## src/rtl/mtm_alu_rsp_decoder.sv

```systemverilog
// Serial response decoder for the mtm ALU: frames the sout line into DATA/CTL
// bytes, assembles the 32-bit result and checks CRC3 / error-frame parity.
module mtm_alu_rsp_decoder #(
  parameter int CHECK_CRC = 1
) (
  input  logic        clk,
  input  logic        rst,
  input  logic        sout,
  output logic        rsp_valid,
  output logic [31:0] rsp_c,
  output logic [3:0]  rsp_flags,
  output logic        rsp_crc_ok,
  output logic        rsp_err,
  output logic [2:0]  rsp_err_flags,
  output logic        rsp_par_ok,
  output logic        proto_err
);

  typedef enum logic [2:0] {IDLE, TYPE, PAYLOAD, STOP, EMIT} state_t;

  state_t      r_state;
  logic [2:0]  r_bit_cnt;
  logic [7:0]  r_shift;
  logic        r_is_ctl;
  logic [2:0]  r_data_cnt;
  logic [31:0] r_acc;

  logic [2:0]  w_crc;
  logic        w_crc_match;
  logic        w_par_ok;

  // CRC3, polynomial x^3+x+1, init 0, data consumed MSB first
  function automatic logic [2:0] crc3(input logic [36:0] d);
    logic [2:0] c;
    logic       fb;
    c = 3'b000;
    for (int i = 36; i >= 0; i--) begin
      fb = c[2] ^ d[i];
      c  = {c[1], c[0] ^ fb, fb};
    end
    return c;
  endfunction

  assign w_crc       = crc3({r_acc, 1'b0, r_shift[6:3]});
  assign w_crc_match = (w_crc == r_shift[2:0]);
  assign w_par_ok    = (r_shift[0] == ~^r_shift[7:1]) && (r_shift[6:4] == r_shift[3:1]);

  always_ff @(posedge clk) begin
    if (rst) begin
      r_state       <= IDLE;
      r_bit_cnt     <= '0;
      r_shift       <= '0;
      r_is_ctl      <= 1'b0;
      r_data_cnt    <= '0;
      r_acc         <= '0;
      rsp_valid     <= 1'b0;
      proto_err     <= 1'b0;
      rsp_c         <= '0;
      rsp_flags     <= '0;
      rsp_crc_ok    <= 1'b0;
      rsp_err       <= 1'b0;
      rsp_err_flags <= '0;
      rsp_par_ok    <= 1'b0;
    end else begin
      rsp_valid <= 1'b0;
      proto_err <= 1'b0;
      case (r_state)
        // EMIT also watches for a start bit so a frame may follow with no gap
        IDLE, EMIT: r_state <= sout ? IDLE : TYPE;
        TYPE: begin
          r_is_ctl  <= sout;
          r_bit_cnt <= '0;
          r_state   <= PAYLOAD;
        end
        PAYLOAD: begin
          r_shift   <= {r_shift[6:0], sout};
          r_bit_cnt <= r_bit_cnt + 3'd1;
          if (r_bit_cnt == 3'd7) r_state <= STOP;
        end
        STOP: begin
          r_state <= IDLE;
          if (!sout) begin
            proto_err  <= 1'b1;
            r_data_cnt <= '0;
          end else if (!r_is_ctl) begin
            if (r_data_cnt == 3'd4) begin
              proto_err  <= 1'b1;
              r_data_cnt <= '0;
            end else begin
              r_acc      <= {r_acc[23:0], r_shift};
              r_data_cnt <= r_data_cnt + 3'd1;
            end
          end else begin
            r_data_cnt <= '0;
            r_state    <= EMIT;
            if (r_shift[7]) begin
              rsp_valid     <= 1'b1;
              rsp_err       <= 1'b1;
              rsp_c         <= '0;
              rsp_flags     <= '0;
              rsp_crc_ok    <= 1'b0;
              rsp_err_flags <= r_shift[6:4];
              rsp_par_ok    <= w_par_ok;
            end else if (r_data_cnt == 3'd4) begin
              rsp_valid     <= 1'b1;
              rsp_err       <= 1'b0;
              rsp_c         <= r_acc;
              rsp_flags     <= r_shift[6:3];
              rsp_crc_ok    <= (CHECK_CRC == 0) || w_crc_match;
              rsp_err_flags <= '0;
              rsp_par_ok    <= 1'b0;
            end else begin
              proto_err <= 1'b1;
            end
          end
        end
        default: r_state <= IDLE;
      endcase
    end
  end

endmodule

```

## config.mk

```make
export PLATFORM = sky130hd
export DESIGN_NAME = mtm_alu_rsp_decoder
export DESIGN_NICKNAME = d
export VERILOG_FILES = /design/src/rtl/mtm_alu_rsp_decoder.sv
export SDC_FILE = /design/constraint.sdc
export NUM_CORES = 1
export LEC_CHECK = 0
export BUFFER_PORTS_ARGS = -buffer_cell sky130_fd_sc_hd__buf_2
export CORE_MARGIN = 2
export CORE_UTILIZATION = 50
export CTS_CLUSTER_DIAMETER = 60
export DETAILED_ROUTE_END_ITERATION = 7
export GPL_ROUTABILITY_DRIVEN = 0
export GPL_TIMING_DRIVEN = 0
export PLACE_DENSITY = 0.73
export SLEW_MARGIN = 5
export SYNTH_ARGS = -nofsm -noshare
export SYNTH_HDL_FRONTEND = slang
export SYNTH_SLANG_ARGS = --single-unit
export TNS_END_PERCENT = 30
```

## constraint.sdc

```tcl
create_clock -name clk -period 2.15 [get_ports clk]
set_input_delay 0.3225 -clock clk [delete_from_list [all_inputs] [get_ports clk]]
set_output_delay 0.3225 -clock clk [all_outputs]
set_load 0.005 [all_outputs]
```

# After elaboration in Yosys (flattened, before gate mapping)
# Index checks and enable logic that the tools add are counted.
# W data, S select, Z words.
# totals
ff_bits,94
inputBits,3
# op_classes
n_addsub,2
n_eq_ne,10
mux,26
n_bitwise,74
n_reduce_logical,10
# ops
cell,count
$xor A1 B1 Y1,70
$mux W32,2
$mux W3,8
$mux W1,12
$pmux W3 S4,1
$eq A3 B3 Y1 const B,3
$mux W4,2
$reduce_and A4 Y1,2
$reduce_xnor A7 Y1,1
$add A3 B1 Y3 const B,2
$eq A3 B2 Y1 const B,2
$eq A3 B3 Y1,2
$pmux W3 S2,1
$not A1 Y1,4
$reduce_bool A2 Y1,2
$reduce_or A2 Y1,2
$reduce_or A4 Y1,1
$eq A3 B1 Y1 const B,1
$logic_not A3 Y1,1
$ne A2 B2 Y1 const B,1
$eq A1 B1 Y1,1
$logic_and A1 B1 Y1,1

# Depth between registers and ports, before layout
# depth
depth_word,38
ltp_mapped,9

# Least setup slack after synthesis
# OpenSTA, ideal clock, no wires.
# synth_path
kind,flip-flop to flip-flop
from,reg r_acc[0]
to,reg rsp_crc_ok
t_arrival_ps,2033
t_required_ps,2066
setup_slack_ps,33
stages_incl_launch_ff,8
n_path_buf,0
period_less_slack_ps,2117
cell_sequence,dfxtp_1 > xnor2_1 > xnor2_1 > xnor2_1 > xnor3_1 > xnor2_1 > or4_1 > o31ai_2
# synth_via
elab_chain_len,9
# synth_lines
element,line,text
"start, declared",26,logic [31:0] r_acc;
"start signal, assigned",90,"r_acc <= {r_acc[23:0], r_shift};"
$xor A1 B1 Y1 *,38,fb = c[2] ^ d[i];
$xor A1 B1 Y1,39,"c = {c[1], c[0] ^ fb, fb};"
$xor A1 B1 Y1,38,
$xor A1 B1 Y1,39,
$xor A1 B1 Y1,38,
$xor A1 B1 Y1,39,
$eq A3 B3 Y1 *,45,assign w_crc_match = (w_crc == r_shift[2:0]);
$mux W1 *,104,end else if (r_data_cnt == 3'd4) begin
$mux W1 *,96,if (r_shift[7]) begin
"end signal, assigned",109,rsp_crc_ok <= (CHECK_CRC == 0) || w_crc_match;
"end, declared",12,"output logic rsp_crc_ok,"
# Mark *: on every way between the ends. The rest lies on a longest branch, timed or not. The select of a mux whose other input is x is not followed.
# A chain may end at the register's enable or synchronous reset.

# Worst setup path after layout
# layout_path
from,reg r_acc[8]
to,reg rsp_crc_ok
# layout_via
elab_chain_len,17
# layout_lines
element,line
$xor A1 B1 Y1 *,38
$xor A1 B1 Y1,39
$xor A1 B1 Y1,38
$xor A1 B1 Y1,39
$xor A1 B1 Y1,38
$xor A1 B1 Y1,39
$xor A1 B1 Y1,38
$xor A1 B1 Y1,39
$xor A1 B1 Y1,38
$xor A1 B1 Y1,39
$xor A1 B1 Y1,38
$xor A1 B1 Y1,39
$xor A1 B1 Y1,38
$xor A1 B1 Y1,39
$eq A3 B3 Y1 *,45
$mux W1 *,104
$mux W1 *,96
# Marked as above.

==> impl_summary.md <==
CTS
The clock drives 94 sinks. After clock tree synthesis, the clock-pin slew on the worst setup and hold paths is 0.09 ns. The CTS H-tree depth is 3.

Counting along the longest clock path gives a buffer depth of 2. TritonCTS built the clock tree. The clock tree root driver cell is sky130_fd_sc_hd__clkbuf_8. The number of clock buffers added by TritonCTS is 9. The cts-stage hold buffer count is 0.

The clock latency at the later pin of the worst-skew pair is 0.37 ns.

Global route
The via count of the first global-routing pass is 3169. The initial antenna violation count is 0. Global routing finished with a remaining overflow of 0. The combined global-route utilization of all metal layers is 22.79%.

The pin count of the biggest net entering global routing is 17. The first-pass GRT wire length is 15390 µm.

Detailed routing
The first-pass iteration count of the detailed router is 5. The initial detailed-routing violation count is 229. The mean number of vias per cell is 5.300. The final routed wirelength across all metal layers is 9323 µm. For this run, design rule violations remaining after detail routing come to 0. Dividing the detail-routed wire length by the instance count gives 14.64 µm. The via total after detailed routing is 3376.

The number of antenna-violating nets in the routed design is 0.

Synth
The number of library cell types mapped by synthesis is 29. The dominant synthesized flop cell is sky130_fd_sc_hd__dfxtp_1. The cell count after synthesis is 472. The average instance in the mapped netlist occupies 8.355 µm². sky130_fd_sc_hd__dfxtp_1 takes more of the synthesized area than any other cell. Counting every net in the synthesized netlist gives 479. After synthesis, the cell types taking the most area are sky130_fd_sc_hd__dfxtp_1 (48%), sky130_fd_sc_hd__a21oi_1 (10%), sky130_fd_sc_hd__nand2_1 (10%).

The synthesized design devotes to its leading area cell type 47.72% of total area. The synthesized netlist occupies a cell area of 3944 µm². Sequential cells were found to cover 47.72% of the synthesized design area. The share of flip-flops with an asynchronous set or reset after synthesis is 0%. The count of flip-flops with a built-in enable after synthesis is 0.

The count of synthesis-stage warnings from yosys is 0. The flop and latch count out of synthesis is 94.

Power
The leakage component of the power is 1.759 nW. The completed layout was analyzed and its total power is 3.151 mW. Dividing total power by cell area gives a power density of 677.4 nW/µm². The worst ir drop on vdd is 0.5211 mV.

Cells and area
After the last flow step, the layout net total stands at 537. The ratio of cells with drive above 1 in the final layout is 18.88%. The sequential cells in the finished layout cover a total of 1892 µm².

The signed area change from the synthesized netlist to the final layout is 17.96%. The share of the core filled with cells is 60.51%. After routing the design area is 4652 µm². The area taken by multi-input logic gates is 1998 µm².

The layout has 687 filler cells. The number of antenna repair diodes is 0.

Critical path
The critical path launch point is r_acc[8]. The timing endpoint of the critical path is rsp_crc_ok. The worst setup path is launched from a register. The slack of the worst reg-to-reg path is 0.006 ns. By startpoint and endpoint, the worst setup path is classified as reg2reg. The number of cells on the worst reg-to-reg path is 6. Of all nets on the critical path, the largest fanout is 4. The startpoint of the worst-slack reg-to-reg timing path is r_acc[8]. The worst setup path is captured at a register. The worst endpoint required time is 2.44 ns. In this run the critical register-to-register path is captured at rsp_crc_ok. The arrival time of the worst setup path is 2.44 ns.

Die
The height of the die is 92.81 µm. The core box area is 7687 µm². After floorplanning, the core was divided into 32 placement rows.

The die covers 8614 µm². The starting density of the core is 51.30%. The number of top-level pins is 47. The floorplan step set the die width to 92.81 µm.

Flow run
Across the run, the number of max-cap violations was 0.

Timing
The top achievable clock speed is 466.5 MHz. The number of pins with negative max-slew slack in the final report came to 0. Between clock sinks in the finished design, the worst skew comes to 0.008483 ns. The ratio of final minimum period to clock period is 99.71%.

Setup violations remaining at the end of the flow were counted as 0. The number of hold violations in the final report is 0. The minimum setup slack in the final design is 0.006148 ns. For the pin with the worst max-slew slack, the measured transition is 0.8695 ns.

The worst pin sits at a relative slew slack of 41.82%. The clock period minus worst slack is 2.144 ns. Setup repair after global routing could not meet its margin everywhere.

Placed design
The number of I/O port buffers is 45. At the placement stage, the worst setup path has a slack of -0.4829 ns. In this run the cell area measured after placement is 4297 µm². Once detailed placement completed, the half-perimeter wirelength came to 6507 µm.

Min path
The worst hold path belongs to the class in2reg.

Status
The run finished with clean final reports.
through the flow:
stage,cells,hold WS [ns],setup TNS (ns)
2_1_floorplan,472,0.4191,0
3_3_place_gp,619,0.4392,-11.98
3_5_place_dp,619,0.4402,-13.69
4_1_cts,633,0.2174,-0.06428
5_1_grt,637,0.2279,-0.05956
6_report,637,0.2259,0
final cells by class:
type	count	share of cell area [%]
Clock buffer	9	2.663
Timing Repair Buffer	50	5.648
Multi-Input combinational cell	340	42.95
Buffer	32	2.959
Clock inverter	7	2.125
Sequential cell	94	40.67
Inverter	3	0.2421
Tap cell	102	2.743
critical path, stage by stage, from the launching register on:
cell                      delay, ns
sky130_fd_sc_hd__dfxtp_1       0.44
sky130_fd_sc_hd__xor2_1        0.26
sky130_fd_sc_hd__xnor2_1       0.16
sky130_fd_sc_hd__xnor3_1       0.46
sky130_fd_sc_hd__xnor2_1       0.15
sky130_fd_sc_hd__or4_4         0.43
sky130_fd_sc_hd__o31ai_2       0.17
layer usage:
| layer | part of all wire [%] | track usage (%) | vias up |
|---|---|---|---|
| li1 | - | - | 1680 |
| met1 | 46 | 30.73 | 1569 |
| met2 | 47 | 36.65 | 110 |
| met3 | 5.3 | 3.336 | 17 |
| met4 | 2.2 | 9.559 | 0 |
| met5 | 0 | 0 | - |
report_power, final:
part | total [mW] | switching, mW | internal (mW) | leakage (nW)
clock network | 1.30 | 0.637 | 0.658 | 0.109
logic | 0.0940 | 0.0633 | 0.0307 | 0.888
registers | 1.76 | 0.0133 | 1.75 | 0.761
placed cells by master, fill, tap and decap left out, drive strengths merged:
| master | count |
|---|---|
| and3 | 1 |
| or4 | 1 |
| nand4 | 1 |
| nor2b | 5 |
| inv | 3 |
| dfxtp | 94 |
| xnor2 | 32 |
| mux2 | 1 |
| xnor3 | 6 |
| o31ai | 1 |
| mux2i | 9 |
| nand2 | 107 |
| nand2b | 2 |
| buf | 56 |
| o21ai | 1 |
| clkinvlp | 1 |
| a211oi | 1 |
| nor3 | 3 |
| a21oi | 81 |
| a22oi | 4 |
| clkbuf | 35 |
| ha | 4 |
| nand3 | 39 |
| nand3b | 1 |
| xor2 | 6 |
| nor2 | 33 |
| bufinv | 2 |
| or2 | 1 |
| clkinv | 4 |
cell usage after synthesis, types with 2 or more instances:
library cell / number
sky130_fd_sc_hd__a21oi_1: 81
sky130_fd_sc_hd__a22oi_1: 4
sky130_fd_sc_hd__buf_2: 5
sky130_fd_sc_hd__clkbuf_1: 29
sky130_fd_sc_hd__dfxtp_1: 94
sky130_fd_sc_hd__ha_1: 4
sky130_fd_sc_hd__inv_1: 3
sky130_fd_sc_hd__mux2i_1: 9
sky130_fd_sc_hd__nand2_1: 107
sky130_fd_sc_hd__nand2b_1: 2
sky130_fd_sc_hd__nand3_1: 39
sky130_fd_sc_hd__nor2_1: 33
sky130_fd_sc_hd__nor2b_1: 5
sky130_fd_sc_hd__nor3_1: 3
sky130_fd_sc_hd__xnor2_1: 32
sky130_fd_sc_hd__xnor3_1: 5
sky130_fd_sc_hd__xor2_1: 5
repair_timing:
item                                    CTS  global route
setup buffers                             1             4
resized for setup                         9            23
endpoints found under the setup margin   68            70
pin swaps                                 3             4
worst min-delay path by stage:
stage	startpoint	end	slack, ns	cells past startpoint
floorplan	sout	proto_err	0.42	1
global placement	rsp_c[8]	rsp_c[8]	0.44	2
detailed placement	rsp_c[20]	rsp_c[20]	0.44	2
CTS	sout	proto_err	0.22	2
global route	sout	proto_err	0.23	2
finish	sout	proto_err	0.23	2
flip-flops by register name (all words and copies together), names as in the netlist:
name,count
r_bit_cnt,3
rsp_crc_ok,1
rsp_c,32
rsp_valid,1
rsp_err,1
rsp_err_flags,3
r_shift,8
rsp_flags,4
r_data_cnt,3
r_is_ctl,1
proto_err,1
r_state,3
r_acc,32
rsp_par_ok,1
kinds of logic (layout without fill, tap and decap cells):
group                      after synthesis  in the layout  synth area share, %
AOI/OAI and AO/OA                       88             88                11.68
xor gates and xnor gates                44             44                12.37
adders and majority gates                4              4                1.269
buffers and inverters                   38            101                3.775
DFF                                     94             94                47.72
muxes                                   10             10                2.570
and+or+nand+nor                        194            194                20.62
Power figures use the tool's default switching activity.
